$ cat config.mk
export PLATFORM = sky130hd
export DESIGN_NAME = max_finder
export DESIGN_NICKNAME = d
export VERILOG_FILES = /design/src/rtl/nn_pkg.sv /design/src/rtl/max_finder.sv
export SDC_FILE = /design/constraint.sdc
export NUM_CORES = 1
export LEC_CHECK = 0
export ABC_AREA = 1
export CAP_MARGIN = 20
export CELL_PAD_IN_SITES_DETAIL_PLACEMENT = 0
export CELL_PAD_IN_SITES_GLOBAL_PLACEMENT = 1
export CORE_UTILIZATION = 30
export CTS_BUF_LIST = sky130_fd_sc_hd__clkbuf_8
export CTS_CLUSTER_SIZE = 40
export DETAILED_ROUTE_END_ITERATION = 6
export PLACE_DENSITY = 0.65
export SLEW_MARGIN = 30
export SYNTH_ARGS = -nofsm -noshare
export SYNTH_HDL_FRONTEND = slang
export SYNTH_SLANG_ARGS = --single-unit
$ cat constraint.sdc
create_clock -name clk -period 12.8 [get_ports clk]
set_input_delay 2.56 -clock clk [delete_from_list [all_inputs] [get_ports clk]]
set_output_delay 2.56 -clock clk [all_outputs]
set_load 0.005 [all_outputs]
$ cat src/rtl/nn_pkg.sv
//==============================================================================
// Module      : nn_pkg
// Description : Shared types and helpers for the output-layer classification.
// Revision    : 1.0 - initial release
//==============================================================================
`default_nettype none

package nn_pkg;

    typedef enum logic {
        IDLE = 1'b0,
        SCAN = 1'b1
    } state_t;

    // Index width for a vector of n elements; never narrower than one bit.
    function automatic int idx_width(input int n);
        return (n < 2) ? 1 : $clog2(n);
    endfunction

endpackage : nn_pkg

`default_nettype wire

$ cat src/rtl/max_finder.sv
//==============================================================================
// Module      : max_finder
// Description : Captures a packed vector of neuron outputs and scans it one
//               element per clock, reporting the signed maximum and its index.
// Revision    : 1.0 - initial release
//==============================================================================
`default_nettype none

module max_finder
    import nn_pkg::*;
#(
    parameter  int numInput   = 10,
    parameter  int inputWidth = 16,
    localparam int idxWidth   = idx_width(numInput)
) (
    input  logic                           clk,
    input  logic                           rst,
    input  logic [numInput*inputWidth-1:0] i_data,
    input  logic                           i_valid,
    output logic                           i_ready,
    output logic [idxWidth-1:0]            o_index,
    output logic [inputWidth-1:0]          o_max,
    output logic                           o_valid
);

    localparam logic [idxWidth-1:0] c_LAST_IDX = idxWidth'(numInput - 1);

    if (numInput < 2) begin : g_param_check
        $error("max_finder: numInput must be at least 2");
    end

    state_t                        state_q;
    logic [idxWidth-1:0]           cnt_q;
    logic signed [inputWidth-1:0]  buf_q [numInput];
    logic signed [inputWidth-1:0]  run_max_q;
    logic [idxWidth-1:0]           run_idx_q;
    logic signed [inputWidth-1:0]  max_q;
    logic [idxWidth-1:0]           idx_q;
    logic                          valid_q;

    logic signed [inputWidth-1:0]  cand_d;
    logic                          take_d;
    logic signed [inputWidth-1:0]  max_d;
    logic [idxWidth-1:0]           idx_d;

    // Strict compare so that ties keep the earlier (lower) index.
    always_comb begin
        cand_d = buf_q[cnt_q];
        take_d = (cand_d > run_max_q);
        max_d  = take_d ? cand_d : run_max_q;
        idx_d  = take_d ? cnt_q  : run_idx_q;
    end

    always_ff @(posedge clk or posedge rst) begin
        if (rst) begin
            state_q   <= IDLE;
            cnt_q     <= '0;
            for (int k = 0; k < numInput; k++) begin
                buf_q[k] <= '0;
            end
            run_max_q <= '0;
            run_idx_q <= '0;
            max_q     <= '0;
            idx_q     <= '0;
            valid_q   <= 1'b0;
        end else begin
            valid_q <= 1'b0;
            case (state_q)
                IDLE: begin
                    if (i_valid) begin
                        for (int k = 0; k < numInput; k++) begin
                            buf_q[k] <= i_data[k*inputWidth +: inputWidth];
                        end
                        run_max_q <= i_data[inputWidth-1:0];
                        run_idx_q <= '0;
                        cnt_q     <= idxWidth'(1);
                        state_q   <= SCAN;
                    end
                end
                SCAN: begin
                    run_max_q <= max_d;
                    run_idx_q <= idx_d;
                    // The last compare folds straight into the published result.
                    if (cnt_q == c_LAST_IDX) begin
                        max_q   <= max_d;
                        idx_q   <= idx_d;
                        valid_q <= 1'b1;
                        cnt_q   <= '0;
                        state_q <= IDLE;
                    end else begin
                        cnt_q   <= cnt_q + idxWidth'(1);
                    end
                end
                default: begin
                    state_q <= IDLE;
                end
            endcase
        end
    end

    assign i_ready = (state_q == IDLE);
    assign o_index = idx_q;
    assign o_max   = max_q;
    assign o_valid = valid_q;

endmodule : max_finder

`default_nettype wire

Yosys cells after proc, flatten, opt, wreduce, memory -nomap -nowiden
Cells that the tools add are included.

Flip-flop bits (word level): 206. Bits of input ports: 163. Word-level logic and storage cells: 43.

Reductions and logical operators: 2. Mux-type cells: 17. Add/sub/neg operators: 1. Bitwise logic cells: 2. Equal/unequal tests: 2. Order comparisons: 2.

Operators by type and width (count): 16-bit binary-select mux with 4-bit select (1); 16-bit 2-to-1 mux (4); 16-bit case mux with 2 select lines (1); 16-bit greater-than comparator (1); 4-bit 2-to-1 mux (4); 4-bit case mux with 2 select lines (2); 5-bit greater-or-equal comparator, second input constant (1); 4-bit inverter with 5-bit output (1); 4-bit by 1-bit adder with 4-bit output, second input constant (1); 4-bit equality test, second input constant (1); 1-bit 2-to-1 mux (4); 2-bit AND reduction (2); 2-bit != test, second input constant (1); 1-bit case mux with 2 select lines (1); 1-bit inverter (1).

Longest topological paths before layout
Gate-level depths: netlist of run 1.

Depth in word-level cells: 7. Depth in mapped cells: 26. Depth with buffers taken out: 23.

Worst setup path after synthesis of run 1
OpenSTA, ideal clock, no wires.

Path kind: input port to flip-flop. Start point: input port i_valid. End point: register buf_q[111] in the netlist's numbering. Buffers on the path: 2. Arrival: 3.324 ns. Setup slack: 9.345 ns. Cell stages on the path: 5. Required time: 12.669 ns. Cells stage by stage: nand2_1 > inv_2 > clkbuf_1 > clkbuf_1 > o21ai_0.

Cells in the longest elaborated chain, start to end: 1.

RTL lines: start: declaration (RTL line max_finder.sv:19) `input logic i_valid,`; 2-bit AND reduction (no source line); end signal: indexed assignment (RTL line max_finder.sv:72) `buf_q[k] <= i_data[k*inputWidth +: inputWidth];`; end: declaration (RTL line max_finder.sv:34) `logic signed [inputWidth-1:0] buf_q [numInput];`.

Every way passes these cells. A chain may end at the register's enable or synchronous reset.

Final worst setup path of run 1
Start point: register cnt_q[0]. End point: register max_q[0] (netlist: o_max[0]).

Cells in the longest elaborated chain, start to end: 6. Elaborated cells on any way between the ends: 8.

RTL lines: start: declaration (RTL line max_finder.sv:33) `logic [idxWidth-1:0] cnt_q;`; start signal: assignment (RTL line max_finder.sv:76) `cnt_q <= idxWidth'(1);`; start signal: assignment (RTL line max_finder.sv:91) `cnt_q <= cnt_q + idxWidth'(1);`; 4-bit inverter with 5-bit output (not written as such) (RTL line max_finder.sv:48) `cand_d = buf_q[cnt_q];`; 16-bit binary-select mux with 4-bit select (RTL line max_finder.sv:48); 16-bit 2-to-1 mux (not written as such) (2 in series) (RTL line max_finder.sv:48); 16-bit greater-than comparator (RTL line max_finder.sv:49) `take_d = (cand_d > run_max_q);`; 16-bit 2-to-1 mux (RTL line max_finder.sv:50) `max_d = take_d ? cand_d : run_max_q;`; end signal: assignment (RTL line max_finder.sv:85) `max_q <= max_d;`; end: declaration (RTL line max_finder.sv:37) `logic signed [inputWidth-1:0] max_q;`.

Parallel ways exist; a longest one is shown, timed or not. The select of a mux whose other input is x is not followed.

==> out/metrics.cfg, run 1 <==
[outcome]
status=finished clean

[power_and_ir_drop]
leakage_nw=6.54
ir_drop_mv=0.119
p_total_mw=3.54
power_density_nw_per_um2=268

[logic_synthesis]
synth.distinct_cells=24
synthSimpleGateAreaFrac_pct=28.3
synth_seq_cells=206
synth-xor-area-share_pct=0.169
syn-cell-area_sq_um=10300
synthAdderAreaFrac_pct=2.18
synth_compound_area_share_pct=8.50
synth.net_count=1565
synthMuxAreaShare_pct=0
ys_warn_count=0
synth_top_family_by_area=simple AND/OR/NAND/NOR gates
postSynthAreaPerCell_sq_um=7.48
ys_seq_area_share_pct=49.8
netlist_instances=1384

[clock_network]
hold_buffers=0
cts_tree=done
ctsResizeCount=0
clock_path_buffers=3
cts.sinks=206
clock-root-buffer=clkbuf_8
cts.htree.levels=2
clock_latency_ns=0.56
cts_inserted_buffers=40
postCtsSetupBuffers=0
clkSlewWorstSetupHoldPaths_ns=0.05

[sta]
worstMarginPinSlew_ns=0.942
fmax_mhz=190
period_share_pct=41.2
finalMaxSlewViolations=0
setup_tns_ns=0
skew_ns=0.0355
rsz0062_at_grt=no
relSlewSlack_pct=37.0
fin_crit_ns=5.28
finalHoldViolCount=0
setup_viol=0

[placed_design]
io_buffers=184
routabilityCongestion=0.807
hpwlAfterDp_um=21900

[global_routing]
grt_pass1_vias=9163
gr-total-overflow=0
grtUsageTotal_pct=18.6
antenna_found_initial=0
grt_max_degree=155
grt_pass1_wl_um=50900

[floorplan]
die_width_um=188
die-area_sq_um=35200
start_util_pct=30.7
die_h_um=188
num_rows=67
core_sq_um=33700
io_pins=185

[route]
route.detailed.wl_per_inst_um=16.1
ant_nets=0
drc=0
drt_wl_total_um=32500
drt_iter0_markers=598
vias_per_cell=4.55
drtPass1Iterations=7
route.vias.total=9154

[layout]
areaGrowthSynthToFinish_pct=27.4
fillers=3608
nets=1716
drive_above_1_share_pct=5.62
multi_input_area_sq_um=4060
antenna_cells=0
seqCellArea_sq_um=5160

[worst_setup_path]
endpoint_kind=flip-flop
path_delay_family=simple AND/OR/NAND/NOR gates
cpMaxStageDelayCell=nand3_1
path_cells=buf_4 -> buf_4 -> nand2_1 -> nand3_1 -> nand3_1 -> nand3_1 -> nand2_1 -> ha_1 -> a21oi_1 -> nand2_1 -> a21oi_1 -> nand3_1 -> nand3_1 -> nand2_1 -> nand3_1 -> nand2_1
crit_type=reg -> reg
critPathLaunchType=flip-flop
critical_path_buf_inv_count=2
crit_path_max_fanout=55
crit_required_ns=13.21
cpPeakStageDelay_ns=1.06
crit_arrival_ns=5.68
timing.critical_path.mode_cell=nand3_1

[run]
drv_cap=0

[worst_hold_path]
worstHoldPathType=reg -> reg

-- power by group --
group          internal, mW  switching (mW)
Sequential            0.976           0.128
Clock                 0.340           0.285
Combinational         0.615            1.19
Total                  1.93            1.61
-- through the flow --
step                worst slack (ns)  hold slack (ns)  std cells  util [%]  area, sq um
floorplan                       4.62            0.449       1384         -        10300
global placement                6.93            0.462       1941      36.8        12400
detailed placement              6.83            0.465       1941      36.8        12400
CTS                             7.43            0.480       2013      39.1        13200
global route                    7.09            0.497       2013      39.1        13200
finish                          7.52            0.476       2013      39.1        13200
-- flip-flops by register name (all words and copies together) (netlist names) --
name,flops
o_max,16
o_index,4
buf_q,160
run_idx_q,4
cnt_q,4
state_q,1
run_max_q,16
o_valid,1
-- layout by cell type (no fill, tap or decap), types with 2 or more instances in the layout --
cell type / n
o22ai_1: 17
nand3_1: 142
buf_4: 4
inv_2: 22
a21oi_1: 6
clkdlybuf4s50_1: 184
o21ai_1: 2
nand4_1: 21
o21ai_0: 145
nor2_1: 5
dfrtp_1: 205
inv_8: 2
clkinv_1: 4
nand2_1: 541
clkbuf_8: 48
buf_6: 2
inv_1: 184
ha_1: 18
-- kinds of logic after synthesis --
| kind of cell | Yosys count |
|---|---|
| DFF | 206 |
| and+or+nand+nor | 713 |
| AOI/OAI and AO/OA | 171 |
| xor gates and xnor gates | 2 |
| buffers and inverters | 274 |
| adders and majority gates | 18 |
-- final timing paths --
check                           startpoint         to  slack, ns  cells after the start
max in group asynchronous              rst  buf_q[86]       8.98                      3
worst max-delay path              cnt_q[0]   o_max[0]       7.52                     16
min in group asynchronous              rst  buf_q[23]       2.59                      2
worst max register to register    cnt_q[0]   o_max[0]       7.52                     16
worst min-delay path             buf_q[10]  buf_q[10]       0.48                      2
worst min register to register   buf_q[10]  buf_q[10]       0.48                      2
-- worst register-to-register path: cells and delay by family (launching register included) --
kind / cells / cell delay, ns
buffers and inverters: 2 / 1.13
AO/OA/AOI/OAI: 2 / 0.31
AND/OR/NAND/NOR: 11 / 3.02
adder cells (fa/ha/maj): 1 / 0.34
flip-flops: 1 / 0.34
-- Yosys cell counts, drive strengths merged --
cell type  number  share of area, %
a21o            1             0.073
a21oi           6              0.29
buf            52               3.0
clkbuf         29               1.1
clkinv          4              0.15
dfrtp         206                50
ha             18               2.2
inv           189               6.9
nand2         542                20
nand3         142               6.9
nand4          21               1.3
nor2            6              0.22
nor3            2              0.25
o21ai         147               7.1
o22ai          17               1.0
xnor2           1             0.085
xor2            1             0.085
-- final cells by class --
class | instances | area share (%)
tap | 448 | 4.25
sequential | 206 | 39.1
inverter | 193 | 5.67
multi-input combinational | 904 | 30.8
timing repair buffer | 190 | 14.4
clock buffer | 48 | 5.01
clock inverter | 24 | 0.816
-- per-layer routing --
metal	up-vias	global-route usage, %	part of all wire (%)
li1	4626	-	-
met1	4228	25.5	47
met2	244	29.5	46
met3	56	3.05	4.9
met4	0	6.85	3.1
met5	-	0	0
Note: power is estimated with default switching activity, not from simulation.
==> run 2, diff against run 1 <==
Clock period 12.8 ns to 4.95 ns, I/O delays scaled along.
==> run 2 against run 1 <==
Effect of this change:
- sequential share of layout area is 0.37 points lower
- via count is 1.8% higher
- cell count is 0.20% higher
- power grew to 2.7 times the previous value
- clock power grew to 2.8 times the previous value
- setup slack worse by 6.2 ns
- register-to-register slack worse by 6.2 ns
- routed wire length is 5.4% higher
- critical path type unchanged
- critical endpoint is now o_max[10]
- largest cell class unchanged
==> out/metrics.cfg, run 2 (synthesis results as in run 1) <==
[layout]
seqCellArea_sq_um=5160  ; about the same
fillers=3605  ; was 3,608
nets=1726  ; was 1,716
drive_above_1_share_pct=6.37  ; was 5.62%
largest_reg_flops=160  ; unchanged
antenna_cells=0  ; unchanged
final_common_cell=nand2_1  ; unchanged
regMostFlops=buf_q  ; unchanged
multi_input_area_sq_um=4050  ; was 4060 sq um
instances_no_fill=2017  ; was 2,013
areaGrowthSynthToFinish_pct=28.7  ; was 27.4%
mostFrequentLayoutCells=nand2_1 (541), dfrtp_1 (205), clkdlybuf4s50_1 (184)  ; was nand2_1 (541), dfrtp_1 (205), inv_1 (184), clkdlybuf4s50_1 (184), o21ai_0 (145)

[worst_setup_path]
crit_required_ns=5.38  ; was 13.21 ns
reg2reg_depth=18  ; was 16
endpoint_kind=flip-flop  ; unchanged
crit_path_max_fanout=60  ; was 55
critPathLaunchType=flip-flop  ; unchanged
rrSetupSlack_ns=1.28  ; was 7.52 ns
crit_type=reg -> reg  ; unchanged
crit_arrival_ns=4.09  ; was 5.68 ns

[clock_network]
clkSlewWorstSetupHoldPaths_ns=0.06  ; was 0.05 ns
cts.htree.levels=2  ; unchanged
cts_inserted_buffers=39  ; was 40
postCtsSetupBuffers=0  ; unchanged
ctsResizeCount=0  ; unchanged
hold_buffers=0  ; unchanged
cts.sinks=206  ; unchanged
clock-root-buffer=clkbuf_8  ; unchanged
cts_tree=done  ; unchanged
clock_path_buffers=3  ; unchanged
clock_latency_ns=0.54  ; was 0.56 ns

[placed_design]
routabilityCongestion=0.817  ; was 0.807
hpwlAfterDp_um=24200  ; was 21,900 um
io_buffers=184  ; unchanged
placedCellCount=1952  ; was 1,941

[outcome]
status=finished clean  ; unchanged

[sta]
finalMaxSlewViolations=0  ; unchanged
skew_ns=0.0121  ; was 0.0355 ns
relSlewSlack_pct=42.2  ; was 37.0%
fmax_mhz=273  ; was 190 MHz
worstMarginPinSlew_ns=0.867  ; was 0.942 ns
period_share_pct=74.0  ; was 41.2%
fin_crit_ns=3.67  ; was 5.28 ns
setup_tns_ns=0  ; unchanged
rsz0062_at_grt=no  ; unchanged
finalHoldViolCount=0  ; unchanged
setup_viol=0  ; unchanged

[global_routing]
grt_max_degree=118  ; was 155
antenna_found_initial=0  ; unchanged
grt_pass1_wl_um=54400  ; was 50,900 um
globalRouteMet1Util_pct=27.5  ; was 25.5%
grtUsageTotal_pct=19.9  ; was 18.6%
met3_usage_pct=2.94  ; was 3.05%
gr-total-overflow=0  ; unchanged
grt_pass1_vias=9528  ; was 9,163
met2_usage_pct=31.4  ; was 29.5%
grt_busiest_layer=met2  ; unchanged

[worst_hold_path]
worstHoldPathType=reg -> reg  ; unchanged
worstHoldPathCells=2  ; unchanged

[floorplan]
start_util_pct=30.7  ; unchanged
io_pins=185  ; unchanged
die_h_um=188  ; unchanged
die-area_sq_um=35200  ; unchanged
core_sq_um=33700  ; unchanged
die_width_um=188  ; unchanged
num_rows=67  ; unchanged

[route]
route.detailed.wl_per_inst_um=17.0  ; was 16.1 um
drtPass1Iterations=7  ; unchanged
route.vias.total=9315  ; was 9,154
ant_nets=0  ; unchanged
vias_per_cell=4.62  ; was 4.55
drc=0  ; unchanged
drt_iter0_markers=574  ; was 598
drt_wl_total_um=34200  ; was 32,500 um

[run]
drv_cap=0  ; unchanged

[power_and_ir_drop]
power_density_nw_per_um2=710  ; was 268 nW/um^2
leakage_nw=6.57  ; was 6.54 nW
ir_drop_mv=0.333  ; was 0.119 mV

==> run 2: layout make-up <==
cell class / instances / share of cell area [%]
clock buffer: 50 / 5.17
clock inverter: 15 / 0.883
inverter: 193 / 5.52
multi-input combinational: 904 / 30.4
sequential: 206 / 38.7
tap: 448 / 4.21
timing repair buffer: 201 / 15.1
==> run 2: path summary, 6_finish.rpt <==
path	startpoint	endpoint
max in group asynchronous	rst	o_max[14]
min	buf_q[0]	buf_q[0]
min reg2reg	buf_q[0]	buf_q[0]
max	cnt_q[0]	o_max[10]
min in group asynchronous	rst	buf_q[39]
max reg2reg	cnt_q[0]	o_max[10]
==> run 2: worst max-delay path: stages, from the launching register on <==
cell	delay [ns]
dfrtp_4	0.60
inv_4	0.50
buf_4	0.26
nand2_1	0.07
nand2_1	0.08
nand2_1	0.06
nand3_1	0.09
nand3_1	0.09
nand2_1	0.16
ha_1	0.28
a21oi_1	0.16
nand2_1	0.09
a21oi_1	0.18
nand3_1	0.12
nand3_1	0.31
buf_4	0.28
nand2_1	0.10
nand3_1	0.08
nand2_1	0.05
==> run 2: metal layers <==
metal	up-vias	wire length [um]
li1	4634	-
met1	4370	16100
met2	248	15400
met3	63	1570
met4	0	1120
met5	-	0
==> run 2: report_power, final <==
group	total [mW]	internal [mW]	switching, mW
registers	2.91	2.53	0.380
clock network	1.74	1.00	0.738
logic	4.81	1.66	3.15
total	9.46	5.19	4.27
==> run 2: stage by stage <==
| stage | utilization [%] | cell area (sq um) | total power, mW | hold slack [ns] | setup WS (ns) |
|---|---|---|---|---|---|
| 2_1_floorplan | - | 10400 | 6.24 | 0.449 | 1.29 |
| 3_3_place_gp | 37.1 | 12500 | 7.71 | 0.462 | 1.36 |
| 3_5_place_dp | 37.1 | 12500 | 7.77 | 0.465 | 1.26 |
| 4_1_cts | 39.5 | 13300 | 9.56 | 0.481 | 1.25 |
| 5_1_grt | 39.5 | 13300 | 10.4 | 0.492 | 0.983 |
| 6_report | 39.5 | 13300 | 9.46 | 0.478 | 1.28 |
